$ cat config.mk
export PLATFORM = sky130hd
export DESIGN_NAME = store_buffer_flat
export DESIGN_NICKNAME = d
export VERILOG_FILES = /design/src/rtl/store_buffer_pkg.sv /design/src/rtl/store_buffer_if.sv /design/src/rtl/sb_fifo.sv /design/src/rtl/store_buffer.sv /design/src/flat_wrapper.sv
export SDC_FILE = /design/constraint.sdc
export NUM_CORES = 1
export LEC_CHECK = 0
export CELL_PAD_IN_SITES_DETAIL_PLACEMENT = 0
export CELL_PAD_IN_SITES_GLOBAL_PLACEMENT = 1
export CORE_MARGIN = 3
export CORE_UTILIZATION = 30
export DETAILED_ROUTE_END_ITERATION = 16
export PLACE_DENSITY_LB_ADDON = 0.08
export SYNTH_ARGS = -nofsm -noshare
export SYNTH_HDL_FRONTEND = slang
export SYNTH_SLANG_ARGS = --single-unit
$ cat constraint.sdc
create_clock -name clk -period 4.4 [get_ports clk]
set_input_delay 0.66 -clock clk [delete_from_list [all_inputs] [get_ports clk]]
set_output_delay 0.66 -clock clk [all_outputs]
set_load 0.03 [all_outputs]
$ cat src/rtl/store_buffer_pkg.sv
// store_buffer_pkg: definitions shared by the store buffer files.
//   - ST_* FSM state encodings (IDLE=0, DRAIN=1, LOAD=2)
//   - DEFAULT_DEPTH, the default number of buffered stores
//   - sb_entry_t, the 68-bit buffered store {addr, data, sign_mask}
//   - word_addr(), the word-address slice used by the hazard compare
package store_buffer_pkg;

  localparam int DEFAULT_DEPTH = 4;
  localparam int ENTRY_W       = 68;

  localparam logic [1:0] ST_IDLE  = 2'd0;
  localparam logic [1:0] ST_DRAIN = 2'd1;
  localparam logic [1:0] ST_LOAD  = 2'd2;

  typedef struct packed {
    logic [31:0] addr;
    logic [31:0] data;
    logic [3:0]  sign_mask;
  } sb_entry_t;

  // Word address of a byte address: size and byte offset do not matter for ordering.
  function automatic logic [29:0] word_addr(input logic [31:0] byte_addr);
    return byte_addr[31:2];
  endfunction

endpackage

$ cat src/rtl/store_buffer_if.sv
// store_buffer_if: data-memory bus between the store buffer and data memory.
//   master (store buffer): drives mem_req, mem_we, mem_addr, mem_wdata, mem_sign_mask
//                          and receives mem_ready, mem_rdata.
//   slave  (memory):       the mirror image.
// mem_req is held until a one-cycle mem_ready; mem_rdata is valid with mem_ready.
interface store_buffer_if;
  logic        mem_req;
  logic        mem_we;
  logic [31:0] mem_addr;
  logic [31:0] mem_wdata;
  logic [3:0]  mem_sign_mask;
  logic        mem_ready;
  logic [31:0] mem_rdata;

  modport master (
    output mem_req, mem_we, mem_addr, mem_wdata, mem_sign_mask,
    input  mem_ready, mem_rdata
  );

  modport slave (
    input  mem_req, mem_we, mem_addr, mem_wdata, mem_sign_mask,
    output mem_ready, mem_rdata
  );
endinterface

$ cat src/rtl/sb_fifo.sv
// sb_fifo: DEPTH-entry register FIFO of buffered stores.
//   clk, reset   : clock, synchronous active-high reset
//   push, entry  : write entry at tail (ignored when full)
//   pop          : drop head entry (ignored when empty)
//   head_entry   : oldest entry
//   full, empty, count : occupancy, count in 0..DEPTH
//   cmp_word     : word address of the incoming load
//   hit_vec      : per-slot match of a valid entry against cmp_word
module sb_fifo
  import store_buffer_pkg::*;
#(
  parameter int DEPTH = DEFAULT_DEPTH,
  parameter int PTR_W = 2
) (
  input  logic             clk,
  input  logic             reset,
  input  logic             push,
  input  sb_entry_t        entry,
  input  logic             pop,
  input  logic [29:0]      cmp_word,
  output sb_entry_t        head_entry,
  output logic             full,
  output logic             empty,
  output logic [PTR_W:0]   count,
  output logic [DEPTH-1:0] hit_vec
);

  localparam logic [PTR_W:0]   ONE_C     = {{PTR_W{1'b0}}, 1'b1};
  localparam logic [PTR_W-1:0] PTR_ONE_C = ONE_C[PTR_W-1:0];
  localparam logic [PTR_W:0]   DEPTH_C   = (PTR_W + 1)'(DEPTH);

  sb_entry_t        slots_r [DEPTH];
  logic [PTR_W-1:0] head_r;
  logic [PTR_W-1:0] tail_r;
  logic [PTR_W:0]   count_r;
  logic             push_ok_s;
  logic             pop_ok_s;

  // Occupancy flags and guarded push/pop.
  always_comb begin
    full      = (count_r == DEPTH_C);
    empty     = (count_r == {(PTR_W + 1){1'b0}});
    push_ok_s = push & ~full;
    pop_ok_s  = pop & ~empty;
  end

  assign count      = count_r;
  assign head_entry = slots_r[head_r];

  // Storage, pointers and count; full is sampled before a same-cycle pop.
  always_ff @(posedge clk) begin
    if (reset) begin
      head_r  <= {PTR_W{1'b0}};
      tail_r  <= {PTR_W{1'b0}};
      count_r <= {(PTR_W + 1){1'b0}};
      for (int i = 0; i < DEPTH; i++) begin
        slots_r[i] <= {ENTRY_W{1'b0}};
      end
    end else begin
      if (push_ok_s) begin
        slots_r[tail_r] <= entry;
        tail_r          <= tail_r + PTR_ONE_C;
      end
      if (pop_ok_s) begin
        head_r <= head_r + PTR_ONE_C;
      end
      case ({push_ok_s, pop_ok_s})
        2'b10:   count_r <= count_r + ONE_C;
        2'b01:   count_r <= count_r - ONE_C;
        default: count_r <= count_r;
      endcase
    end
  end

  // A slot is live when its distance from head (mod DEPTH) is below count.
  for (genvar g = 0; g < DEPTH; g++) begin : g_hit
    logic [PTR_W-1:0] off_s;
    assign off_s      = PTR_W'(g) - head_r;
    assign hit_vec[g] = ({1'b0, off_s} < count_r) &&
                        (word_addr(slots_r[g].addr) == cmp_word);
  end

endmodule

$ cat src/rtl/store_buffer.sv
// store_buffer: posted-write buffer between the CPU load/store path and data memory.
//   clk, reset          : clock, synchronous active-high reset
//   addr, write_data    : CPU byte address and store data
//   memwrite, memread   : CPU store / load request (memread wins if both)
//   sign_mask           : CPU access code, passed through to memory
//   read_data           : registered load result
//   clk_stall           : combinational CPU hold
//   mem                 : data-memory bus (master side)
// Stores are queued and drained in order; a load overtakes queued stores unless
// it hits one of their word addresses, in which case drains run until it clears.
module store_buffer
  import store_buffer_pkg::*;
#(
  parameter int DEPTH = DEFAULT_DEPTH,
  parameter int PTR_W = 2
) (
  input  logic           clk,
  input  logic           reset,
  input  logic [31:0]    addr,
  input  logic [31:0]    write_data,
  input  logic           memwrite,
  input  logic           memread,
  input  logic [3:0]     sign_mask,
  output logic [31:0]    read_data,
  output logic           clk_stall,
  store_buffer_if.master mem
);

  logic [1:0]       state_r;
  logic             done_r;
  logic [31:0]      read_data_r;
  logic             mem_req_r;
  logic             mem_we_r;
  logic [31:0]      mem_addr_r;
  logic [31:0]      mem_wdata_r;
  logic [3:0]       mem_mask_r;

  logic             push_s;
  logic             pop_s;
  logic             hit_s;
  logic             full_s;
  logic             empty_s;
  logic [PTR_W:0]   count_s;
  logic [DEPTH-1:0] hit_vec_s;
  sb_entry_t        head_s;
  sb_entry_t        push_entry_s;

  assign push_entry_s = '{addr: addr, data: write_data, sign_mask: sign_mask};

  sb_fifo #(.DEPTH(DEPTH), .PTR_W(PTR_W)) u_fifo (
    .clk        (clk),
    .reset      (reset),
    .push       (push_s),
    .entry      (push_entry_s),
    .pop        (pop_s),
    .cmp_word   (word_addr(addr)),
    .head_entry (head_s),
    .full       (full_s),
    .empty      (empty_s),
    .count      (count_s),
    .hit_vec    (hit_vec_s)
  );

  // Queue control, hazard detect and CPU stall; done_r releases exactly one load.
  always_comb begin
    push_s    = memwrite & ~memread & ~full_s & ~reset;
    pop_s     = (state_r == ST_DRAIN) & mem.mem_ready & ~empty_s & ~reset;
    hit_s     = memread & (|hit_vec_s);
    clk_stall = (memwrite & full_s) | (memread & ~done_r);
  end

  // Memory FSM; bus outputs are loaded on the transition into DRAIN or LOAD.
  always_ff @(posedge clk) begin
    if (reset) begin
      state_r     <= ST_IDLE;
      done_r      <= 1'b0;
      read_data_r <= 32'h0;
      mem_req_r   <= 1'b0;
      mem_we_r    <= 1'b0;
      mem_addr_r  <= 32'h0;
      mem_wdata_r <= 32'h0;
      mem_mask_r  <= 4'h0;
    end else begin
      done_r <= 1'b0;
      case (state_r)
        ST_IDLE: begin
          // done_r blocks re-issuing the load the CPU is still presenting.
          if (memread && !hit_s && !done_r) begin
            state_r     <= ST_LOAD;
            mem_req_r   <= 1'b1;
            mem_we_r    <= 1'b0;
            mem_addr_r  <= addr;
            mem_wdata_r <= write_data;
            mem_mask_r  <= sign_mask;
          end else if (count_s != {(PTR_W + 1){1'b0}}) begin
            state_r     <= ST_DRAIN;
            mem_req_r   <= 1'b1;
            mem_we_r    <= 1'b1;
            mem_addr_r  <= head_s.addr;
            mem_wdata_r <= head_s.data;
            mem_mask_r  <= head_s.sign_mask;
          end else begin
            state_r <= ST_IDLE;
          end
        end
        ST_DRAIN: begin
          if (mem.mem_ready) begin
            state_r   <= ST_IDLE;
            mem_req_r <= 1'b0;
          end else begin
            state_r <= ST_DRAIN;
          end
        end
        ST_LOAD: begin
          if (mem.mem_ready) begin
            state_r     <= ST_IDLE;
            mem_req_r   <= 1'b0;
            read_data_r <= mem.mem_rdata;
            done_r      <= 1'b1;
          end else begin
            state_r <= ST_LOAD;
          end
        end
        default: begin
          state_r   <= ST_IDLE;
          mem_req_r <= 1'b0;
        end
      endcase
    end
  end

  assign read_data         = read_data_r;
  assign mem.mem_req       = mem_req_r;
  assign mem.mem_we        = mem_we_r;
  assign mem.mem_addr      = mem_addr_r;
  assign mem.mem_wdata     = mem_wdata_r;
  assign mem.mem_sign_mask = mem_mask_r;

endmodule

$ cat src/flat_wrapper.sv
// flat-port wrapper written by rule: the top's interface ports become plain ports
module store_buffer_flat import store_buffer_pkg::*;
#(
  parameter int DEPTH = DEFAULT_DEPTH,
  parameter int PTR_W = 2
)
  (clk, reset, addr, write_data, memwrite, memread, sign_mask, read_data, clk_stall, mem_mem_req, mem_mem_we, mem_mem_addr, mem_mem_wdata, mem_mem_sign_mask, mem_mem_ready, mem_mem_rdata);
  store_buffer_if mem_i ();
  input  logic clk;
  input  logic reset;
  input  logic [31:0] addr;
  input  logic [31:0] write_data;
  input  logic memwrite;
  input  logic memread;
  input  logic [3:0] sign_mask;
  output logic [31:0] read_data;
  output logic clk_stall;
  output wire logic [$bits(mem_i.mem_req)-1:0] mem_mem_req;
  output wire logic [$bits(mem_i.mem_we)-1:0] mem_mem_we;
  output wire logic [$bits(mem_i.mem_addr)-1:0] mem_mem_addr;
  output wire logic [$bits(mem_i.mem_wdata)-1:0] mem_mem_wdata;
  output wire logic [$bits(mem_i.mem_sign_mask)-1:0] mem_mem_sign_mask;
  input wire logic [$bits(mem_i.mem_ready)-1:0] mem_mem_ready;
  input wire logic [$bits(mem_i.mem_rdata)-1:0] mem_mem_rdata;
  assign mem_mem_req = mem_i.mem_req;
  assign mem_mem_we = mem_i.mem_we;
  assign mem_mem_addr = mem_i.mem_addr;
  assign mem_mem_wdata = mem_i.mem_wdata;
  assign mem_mem_sign_mask = mem_i.mem_sign_mask;
  assign mem_i.mem_ready = mem_mem_ready;
  assign mem_i.mem_rdata = mem_mem_rdata;
  store_buffer #(.DEPTH(DEPTH), .PTR_W(PTR_W)) u_core (.clk(clk), .reset(reset), .addr(addr), .write_data(write_data), .memwrite(memwrite), .memread(memread), .sign_mask(sign_mask), .read_data(read_data), .clk_stall(clk_stall), .mem(mem_i));
endmodule
==> results of run 1 <==
[layer usage]
layer | share of wire [%] | vias to the layer above | routed length [um]
li1 | - | 5525 | -
met1 | 48 | 6036 | 28900
met2 | 44 | 319 | 26500
met3 | 5.3 | 66 | 3150
met4 | 1.9 | 0 | 1120
met5 | 0 | - | 0
[through the flow]
stage / instances / instance area [sq um] / utilization [%] / total power [W]
2_1_floorplan: 1465 / 18600 / - / 0.00495
3_3_place_gp: 2367 / 21600 / 35.5 / 0.00555
3_5_place_dp: 2367 / 21600 / 35.5 / 0.00555
4_1_cts: 2458 / 23200 / 38.2 / 0.00968
5_1_grt: 2458 / 23200 / 38.2 / 0.00989
6_report: 2459 / 23200 / 38.2 / 0.00953
[logic make-up after synthesis]
kind of cell | synth area share [%]
and+or+nand+nor | 14.9
DFF | 56.2
buffers and inverters | 4.70
muxes | 12.1
xor gates and xnor gates | 5.89
AOI/OAI and AO/OA | 5.56
adders and majority gates | 0.713
[worst paths after layout]
path	to	slack (ns)
setup / recovery	u_core.mem.mem_addr[6]$_SDFFE_PP0P_	0.88
hold / removal	u_core.read_data[15]$_SDFFE_PP0P_	0.45
setup reg to reg	u_core.mem.mem_addr[6]$_SDFFE_PP0P_	1.26
hold reg to reg	u_core.read_data[15]$_SDFFE_PP0P_	0.45
[sequential cells by signal, indices dropped and copies added, names as in the netlist, named ones only]
register                  flops
u_core.u_fifo.slots_r       272
u_core.mem.mem_addr          32
u_core.mem.mem_wdata         32
u_core.read_data             32
u_core.mem.mem_sign_mask      4
u_core.u_fifo.count           3
u_core.state_r                2
u_core.u_fifo.head_r          2
u_core.u_fifo.tail_r          2
u_core.done_r                 1
u_core.mem.mem_req            1
u_core.mem.mem_we             1
[layout by cell type, fill, tap and decap left out, types with 2 or more instances in the layout]
| cell type | n |
|---|---|
| a2111oi_0 | 4 |
| a21oi_1 | 38 |
| a221oi_1 | 48 |
| a221oi_2 | 20 |
| and2_1 | 273 |
| buf_12 | 14 |
| buf_4 | 26 |
| bufinv_16 | 3 |
| clkbuf_1 | 13 |
| clkbuf_16 | 52 |
| clkbuf_8 | 6 |
| clkdlybuf4s50_1 | 206 |
| clkinv_1 | 8 |
| clkinv_2 | 7 |
| dfxtp_1 | 112 |
| edfxtp_1 | 272 |
| ha_1 | 8 |
| inv_1 | 78 |
| mux2_2 | 2 |
| mux2i_1 | 69 |
| mux4_2 | 68 |
| nand2_1 | 74 |
| nand3_1 | 5 |
| nand4_1 | 5 |
| nor2_1 | 11 |
| nor3_1 | 8 |
| nor3_2 | 2 |
| nor4_1 | 25 |
| o21ai_0 | 3 |
| or2_2 | 68 |
| or2_4 | 3 |
| xnor2_1 | 8 |
| xor2_1 | 117 |
[area by class of cell]
type	count	area share, %
repair buffers	246	10.9
diodes	1	0.0108
clock inverters	20	0.824
inverters	78	1.26
flip-flops and latches	386	45.0
well taps	782	4.21
clock buffers	71	6.17
multi-input cells	875	31.6
[worst min-delay path: stages, from the launching register on]
cell     delay (ns)
dfxtp_1        0.30
nand2_1        0.05
a21oi_1        0.05
[power groups by stage]
stage,clock network [W],registers [W],logic [W]
after floorplan,0,0.00442,0.000538
after global placement,0,0.00427,0.00128
after detailed placement,0,0.00427,0.00128
after CTS,0.00419,0.00420,0.00128
after global routing,0.00431,0.00422,0.00135
final,0.00407,0.00420,0.00126
==> flow_summary.json, run 1 <==
{
  "critPathTopFamily": "buffers and inverters",
  "use_met3_pct": 2.94,
  "p_sw_share_pct": 26.1,
  "synth.ff_latch_count": 386,
  "cp_data_required_time_ns": 4.83,
  "reg2reg_from": "u_core.u_fifo.count[1]$_SDFFE_PP0P_",
  "portBuffers": 207,
  "cts_resized": 0,
  "die-area_sq_mm": 0.0650,
  "clockPowerShare_pct": 42.7,
  "report.final.slew_viol_count": 0,
  "fillers": 5825,
  "place_hpwl_um": 36300,
  "synth_nets": 1580,
  "crit_fanout": 15,
  "cts.sinks": 386,
  "synth_edf_count": 272,
  "syn_inst": 1465,
  "setup_tns_ns": 0,
  "antenna_found_initial": 0,
  "synth_cell_types": 40,
  "crit_cells": 9,
  "clock_path_buffers": 3,
  "p_seq_share_pct": 44.1,
  "htreeDepth": 2,
  "drive_above_1_share_pct": 16.9,
  "intPower_w": 0.00704,
  "p_comb_share_pct": 13.2,
  "yosysTopAreaCellShare_pct": 43.9,
  "crit_path_end_kind": "flip-flop",
  "grt-ovfl-total": 0,
  "maxSlewHeadroom_pct": 16.4,
  "synth-main-ff-cell": "edfxtp_1",
  "p_per_area_mw_per_mm2": 410,
  "hold_violations": 0,
  "slowest_stage": "nor4_2",
  "synth_commonest_cells": "273 x and2_1, 272 x edfxtp_1, 117 x xor2_1",
  "path_buf_inv": 2,
  "ant_nets": 0,
  "routed_via_density": 4.86,
  "ys_async_sr_fraction_pct": 0,
  "tritoncts": "built",
  "core_sq_mm": 0.0608,
  "p_sw_w": 0.00249,
  "yosysWarningCount": 0,
  "rsz0062_at_grt": "no",
  "grt_pass1_vias": 12500,
  "min_path_cells": 2,
  "holdWs_ns": 0.450,
  "cp-start-kind": "primary input",
  "numCtsBuffers": 49,
  "first_iter_violations": 808,
  "r2r.worst_path.cells": 10,
  "synth_area_leaders": "edfxtp_1 44%, dfxtp_1 12%, and2_1 9.2%, mux4_2 8.2%, xor2_1 5.5%",
  "fmaxAchievable_mhz": 284,
  "avgSynthCellArea_sq_um": 12.7,
  "hp-start": "u_core.read_data[15]$_SDFFE_PP0P_",
  "via_count": 11900,
  "finalClockSkew_ns": 0.0155,
  "io_pins": 208,
  "firstDrtPassIters": 5,
  "report.final.setup_viol": 0,
  "place.gp.congestion": 0.807,
  "use_met1_pct": 27.1,
  "cts_hold_repair.buffers": 0,
  "worst_pin_slew_ns": 1.25,
  "cts.reportedPaths.clkPinSlew_ns": 0.06,
  "critPathKind": "in -> reg",
  "grt_use_total_pct": 18.5,
  "clock_latency_ns": 0.60,
  "ir_drop_v": 0.000248,
  "register_area_sq_mm": 0.0105,
  "maxCapViolCount": 0,
  "nets": 1751,
  "yosys.area.top_type": "edfxtp_1",
  "crit_arrival_ns": 3.95,
  "root_buffer": "clkbuf_16",
  "max_stage_delay_ns": 0.85,
  "yosysMostFrequentCell": "and2_1",
  "status": "finished clean",
  "path_cells": "clkdlybuf4s50_1 -> xor2_1 -> nor4_1 -> nand4_1 -> o21ai_0 -> nor4_2 -> buf_4 -> mux2i_1 -> a221oi_1",
  "row_count": 90,
  "multi_input_area_sq_mm": 0.00733,
  "p_leak_nw": 8.47,
  "grt_max_degree": 93,
  "use_met2_pct": 28.6,
  "synth_area_sq_mm": 0.0186,
  "die_h_um": 255,
  "syn_to_final_growth_pct": 24.9,
  "drt_wl_total_um": 59700,
  "cp-startpoint": "addr[22]",
  "postLayoutSetupSlackWorst_ns": 0.882,
  "post_cts_buffers": 0,
  "start_util_pct": 30.6,
  "place_ws_ns": 0.244,
  "die_w_um": 255,
  "wl_per_cell_um": 24.3,
  "grt-busiest-layer": "met2",
  "ys_seq_area_share_pct": 56.2,
  "worstHoldPathType": "reg -> reg",
  "grt_pass1_wl_um": 87900,
  "period_share_pct": 79.9,
  "drc": 0,
  "period_needed_ns": 3.52
}
No activity file was read; power rests on OpenSTA's default activity.
==> run 2, diff against run 1 <==
==> constraint.sdc (replaced) <==
create_clock -name clk -period 3.33 [get_ports clk]
set_input_delay 0.4995 -clock clk [delete_from_list [all_inputs] [get_ports clk]]
set_output_delay 0.4995 -clock clk [all_outputs]
set_load 0.03 [all_outputs]
==> run 2 against run 1 <==
  * Sequential cell count unchanged
  * Sequential power up 32%
  * Non-clock buffer count up 101
  * Clock skew down 0.0034 ns
  * Total power up 29%
  * Critical path type unchanged
  * Largest power group unchanged
  * Highest routed layer is now met5
==> flow_summary.json, run 2 (synthesis gave the netlist of run 1 again) <==
{
  "status": "finished clean",
  "ant_nets": 0,
  "firstDrtPassIters": 4,
  "postLayoutSetupSlackWorst_ns": 0.254,
  "critPathKind": "in -> reg",
  "report.final.setup_viol": 0,
  "total_power_w": 0.0123,
  "antenna_found_initial": 1,
  "report.final.slew_viol_count": 0,
  "fmaxAchievable_mhz": 325,
  "start_util_pct": 30.6,
  "cts.sinks": 386,
  "cts.reportedPaths.clkPinSlew_ns": 0.06,
  "grt_use_total_pct": 18.3,
  "antennaDiodeCount": 0,
  "grt_pass1_vias": 12600,
  "finalClockSkew_ns": 0.0121,
  "maxSlewHeadroom_pct": 35.6,
  "nets": 1850,
  "drc": 0,
  "hold_violations": 0,
  "wl_per_cell_um": 23.3,
  "final_cell_mix": "273 x and2_1, 272 x edfxtp_1, 206 x clkdlybuf4s50_1",
  "grt_pass1_wl_um": 87100,
  "p_leak_nw": 8.93,
  "worst_pin_slew_ns": 0.967,
  "period_needed_ns": 3.08,
  "maxCapViolCount": 0,
  "grt_max_degree": 69,
  "crit_arrival_ns": 3.50,
  "place_hpwl_um": 37400,
  "fillers": 5866,
  "period_share_pct": 92.4,
  "routed_via_density": 4.78,
  "final_common_cell": "and2_1",
  "worstHoldPathType": "reg -> reg",
  "htreeDepth": 2,
  "crit_fanout": 16,
  "clock_latency_ns": 0.58,
  "cp_data_required_time_ns": 3.75,
  "die_h_um": 255,
  "cts_resized": 0,
  "largest-register": "u_core.u_fifo.slots_r",
  "ir_drop_v": 0.000325,
  "portBuffers": 207,
  "place.gp.congestion": 0.821,
  "largest_reg_flops": 272,
  "post_cts_buffers": 0,
  "tritoncts": "built",
  "crit_path_end_kind": "flip-flop",
  "syn_to_final_growth_pct": 28.7,
  "p_per_area_mw_per_mm2": 514,
  "drt_wl_total_um": 59400,
  "setup_tns_ns": 0,
  "root_buffer": "clkbuf_16",
  "drive_above_1_share_pct": 21.4,
  "row_count": 90,
  "rsz0062_at_grt": "no",
  "die_w_um": 255,
  "grt-ovfl-total": 0,
  "clock_path_buffers": 3,
  "io_pins": 208,
  "core_sq_mm": 0.0608,
  "first_iter_violations": 687,
  "place_ws_ns": -0.396,
  "via_count": 12200,
  "die-area_sq_mm": 0.0650,
  "cts_hold_repair.buffers": 0,
  "numCtsBuffers": 47,
  "cp-start-kind": "primary input"
}
run 2: cell count changes in the layout (fill, tap and decap cells not counted):
cell       delta
clkbuf_8      +3
bufinv_16     -3
clkbuf_1      +4
inv_16        -1
clkinv_8      -1
diode_2       -1
buf_4        +93
clkbuf_16     -2
clkinv_1      -4
buf_12        +8
run 2: path summary, 6_finish.rpt:
kind,from,to,slack (ns),depth (start not counted)
setup reg to reg,u_core.u_fifo.slots_r[0][56]$_SDFFCE_PN0P_,u_core.mem.mem_addr[4]$_SDFFE_PP0P_,0.31,11
hold reg to reg,u_core.read_data[31]$_SDFFE_PP0P_,u_core.read_data[31]$_SDFFE_PP0P_,0.45,2
setup / recovery,addr[27],u_core.mem.mem_addr[20]$_SDFFE_PP0P_,0.25,11
hold / removal,u_core.read_data[31]$_SDFFE_PP0P_,u_core.read_data[31]$_SDFFE_PP0P_,0.45,2
run 2: per-layer routing:
layer	GRT usage (%)	part of all wire [%]	routed length [um]	vias up
met5	0	0.022	13	-
met4	3.96	1.5	903	2
met3	3.45	5.2	3100	67
met2	28.9	46	27200	278
met1	26.1	48	28200	6142
li1	-	-	-	5734
run 2: metrics by stage:
stage	instances	util (%)	cell area (sq um)	hold slack (ns)
3_3_place_gp	2468	36.9	22500	0.442
6_report	2555	39.4	23900	0.450
2_1_floorplan	1465	-	18600	0.489
3_5_place_dp	2468	36.9	22500	0.446
5_1_grt	2555	39.4	23900	0.463
4_1_cts	2555	39.4	23900	0.431
run 2: worst max-delay path, cell delays in order:
cell and delay, ns:
clkdlybuf4s50_1 0.60, buf_4 0.16, xor2_1 0.25, nor4_1 0.11, buf_4 0.15, nand4_1 0.08, nor3_1 0.06, nor4_2 0.58
buf_4 0.49, mux2i_1 0.40, a221oi_2 0.09
run 2: final cells by class:
cell class | instances | area [sq um] | share of cell area (%)
clock buffer | 76 | 1440 | 6.01
clock inverter | 11 | 50.0 | 0.209
inverter | 78 | 293 | 1.22
multi-input combinational | 875 | 7330 | 30.6
sequential | 386 | 10500 | 43.7
tap | 782 | 978 | 4.09
timing repair buffer | 347 | 3400 | 14.2
run 2: where the power goes:
| group | leakage [nW] | internal (W) | switching [W] |
|---|---|---|---|
| sequential | 3.78 | 0.00541 | 0.000136 |
| clock | 0.735 | 0.00294 | 0.00204 |
| combinational | 4.42 | 0.000778 | 0.00101 |
| total | 8.93 | 0.00913 | 0.00319 |
==> run 3, diff against run 2 <==
--- a/config.mk
+++ b/config.mk
@@ -8,7 +8,7 @@
 export CELL_PAD_IN_SITES_DETAIL_PLACEMENT = 0
 export CELL_PAD_IN_SITES_GLOBAL_PLACEMENT = 1
 export CORE_MARGIN = 3
-export CORE_UTILIZATION = 30
+export CORE_UTILIZATION = 46
 export DETAILED_ROUTE_END_ITERATION = 16
 export PLACE_DENSITY_LB_ADDON = 0.08
 export SYNTH_ARGS = -nofsm -noshare
==> run 3 against run 2 <==
  * Non-clock buffer count decreased by 29
  * Die area decreased by 34%
  * Clock power decreased by 6.8%
  * Combinational power decreased by 5%
  * Worst hold slack improved by 0.0021 ns
  * Critical path depth decreased by 1
  * Via count decreased by 0.93%
  * First-iteration DRC count increased by 24%
  * Global-route usage increased by 5.1 points
  * Cell count decreased by 12%
  * Total power decreased by 3.5%
  * Count of clock-buffer cells in the layout decreased by 14
  * Largest cell class unchanged
  * Largest power group unchanged
==> flow_summary.json, run 3 (synthesis gave the netlist of run 1 again) <==
{
  "status": "finished clean",
  "rsz0062_at_grt": "no",
  "maxSlewHeadroom_pct": 21.5,
  "drc": 0,
  "ant_nets": 0,
  "p_per_area_mw_per_mm2": 510,
  "first_iter_violations": 854,
  "place.gp.congestion": 0.805,
  "grt_pass1_vias": 12400,
  "period_needed_ns": 3.09,
  "critPathTopFamily": "buffers and inverters",
  "numCtsBuffers": 43,
  "portBuffers": 207,
  "intPower_w": 0.00884,
  "die_w_um": 207,
  "firstDrtPassIters": 5,
  "largest_reg_flops": 272,
  "fin_cells": 2261,
  "crit_path_end_kind": "flip-flop",
  "design_area_sq_mm": 0.0233,
  "clock_latency_ns": 0.57,
  "crit_arrival_ns": 3.47,
  "via_count": 12100,
  "max_stage_delay_ns": 0.61,
  "antenna_found_initial": 2,
  "largest-register": "u_core.u_fifo.slots_r",
  "post_cts_buffers": 0,
  "core_sq_mm": 0.0398,
  "p_comb_share_pct": 14.3,
  "cp_data_required_time_ns": 3.71,
  "p_seq_share_pct": 46.7,
  "hold_violations": 0,
  "cts_hold_repair.buffers": 0,
  "grt_pass1_wl_um": 77300,
  "place_area_sq_mm": 0.0219,
  "hp-start": "u_core.read_data[16]$_SDFFE_PP0P_",
  "clockPowerShare_pct": 39.0,
  "final_util_pct": 58.5,
  "dp_cells": 2182,
  "cts.sinks": 386,
  "p_sw_w": 0.00304,
  "die_h_um": 207,
  "nets": 1817,
  "drt_wl_total_um": 50700,
  "routed_via_density": 5.36,
  "p_sw_share_pct": 25.6,
  "final_cell_mix": "273 x and2_1, 272 x edfxtp_1, 206 x clkdlybuf4s50_1",
  "row_count": 73,
  "crit_fanout": 35,
  "drive_above_1_share_pct": 20.1,
  "syn_to_final_growth_pct": 25.2,
  "place_ws_ns": -0.709,
  "r2r.worst_path.cells": 10,
  "root_buffer": "clkbuf_16",
  "clock_path_buffers": 3,
  "ff2ff_setup_slack_ns": 0.32,
  "report.final.setup_viol": 0,
  "final_common_cell": "and2_1",
  "cp-start-kind": "primary input",
  "finalClockSkew_ns": 0.0219,
  "fmaxAchievable_mhz": 324,
  "report.final.slew_viol_count": 0,
  "grt-ovfl-total": 0,
  "path_buf_inv": 3,
  "postLayoutSetupSlackWorst_ns": 0.239,
  "maxCapViolCount": 0,
  "p_leak_nw": 8.72,
  "start_util_pct": 46.7,
  "cts.reportedPaths.clkPinSlew_ns": 0.06,
  "grt_max_degree": 71,
  "grt_use_total_pct": 23.3,
  "slowest_stage": "a2111oi_1",
  "min_path_cells": 2,
  "die-area_sq_mm": 0.0429,
  "reg2reg_from": "u_core.u_fifo.head_r[1]$_SDFFE_PP0P_",
  "ir_drop_v": 0.000364,
  "critPathKind": "in -> reg",
  "path_cells": "clkdlybuf4s50_1 -> xor2_1 -> nor4_1 -> buf_4 -> nand4_1 -> a2111oi_1 -> nor4_4 -> o21ai_4 -> buf_12 -> a221oi_1",
  "wl_per_cell_um": 22.4,
  "period_share_pct": 92.8,
  "worstHoldPathType": "reg -> reg",
  "io_pins": 208,
  "worst_pin_slew_ns": 1.17,
  "whs_endpoint": "u_core.read_data[16]$_SDFFE_PP0P_",
  "antennaDiodeCount": 0,
  "r2r_end": "u_core.mem.mem_addr[5]$_SDFFE_PP0P_",
  "htreeDepth": 2,
  "place_hpwl_um": 31500,
  "tritoncts": "built"
}
==> run 3: changes by cell type in the layout (fill, tap and decap cells not counted), moves of 2 or more <==
cell       before  now
a2111oi_0       4    2
a2111oi_1       0    2
clkbuf_1       17   10
clkinv_1        4    6
inv_6           0    2
buf_12         22   20
buf_4         119   92
clkbuf_16      50   44
==> run 3: layout make-up <==
class                   count  area, sq um
fillers                  3361        16500
clock inverters            17          123
clock buffers              62         1250
inverters                  78          293
multi-input cells         875         7350
repair buffers            318         3150
flip-flops and latches    386        10500
well taps                 525          657
==> run 3: worst register-to-register path: cells and delay by family (launching register included) <==
family	cells	cell delay, ns
and+or+nand+nor	3	1.03
buffers and inverters	2	0.38
muxes	1	0.38
adders and majority gates	1	0.32
AOI/OAI and AO/OA	3	0.37
DFF	1	0.37
==> run 3: power by group through the flow <==
stage	Combinational, W	Sequential (W)	Clock (W)
after global routing	0.00181	0.00557	0.00489
after global placement	0.00170	0.00564	0
after detailed placement	0.00170	0.00564	0
after floorplan	0.000711	0.00583	0
after CTS	0.00171	0.00554	0.00472
final	0.00170	0.00554	0.00464
==> run 3: stage by stage <==
step	power, W	TNS [ns]	hold slack (ns)
after floorplan	0.00655	0	0.489
after global placement	0.00733	-41.37	0.441
after detailed placement	0.00735	-42.05	0.448
after CTS	0.0120	0	0.455
after global routing	0.0123	0	0.465
final	0.0119	0	0.453
==> run 3: what timing repair did <==
item | in CTS | in global routing
endpoints found under the setup margin | 34 | 53
resized for setup | 2 | 2
hold endpoints to repair | 0 | 0
==> run 3: worst max path at each step <==
stage,startpoint,to,slack [ns],cells past startpoint
after global routing,u_core.u_fifo.head_r[1]$_SDFFE_PP0P_,u_core.mem.mem_addr[5]$_SDFFE_PP0P_,0.09,10
after CTS,addr[30],u_core.mem.mem_wdata[19]$_SDFFE_PP0P_,0.10,10
after floorplan,reset,u_core.u_fifo.slots_r[2][0]$_SDFFCE_PN0P_,0.23,8
after detailed placement,addr[23],u_core.mem.mem_addr[5]$_SDFFE_PP0P_,-0.71,10
final,addr[13],u_core.mem.mem_wdata[19]$_SDFFE_PP0P_,0.24,10
after global placement,addr[23],u_core.mem.mem_addr[5]$_SDFFE_PP0P_,-0.74,10
==> run 3: routing by layer <==
metal,vias up,track usage [%],wire (um)
met5,-,0,23
met4,4,5.99,1010
met3,75,4.33,3000
met2,365,37.5,23800
met1,6025,33.0,22800
li1,5640,-,-
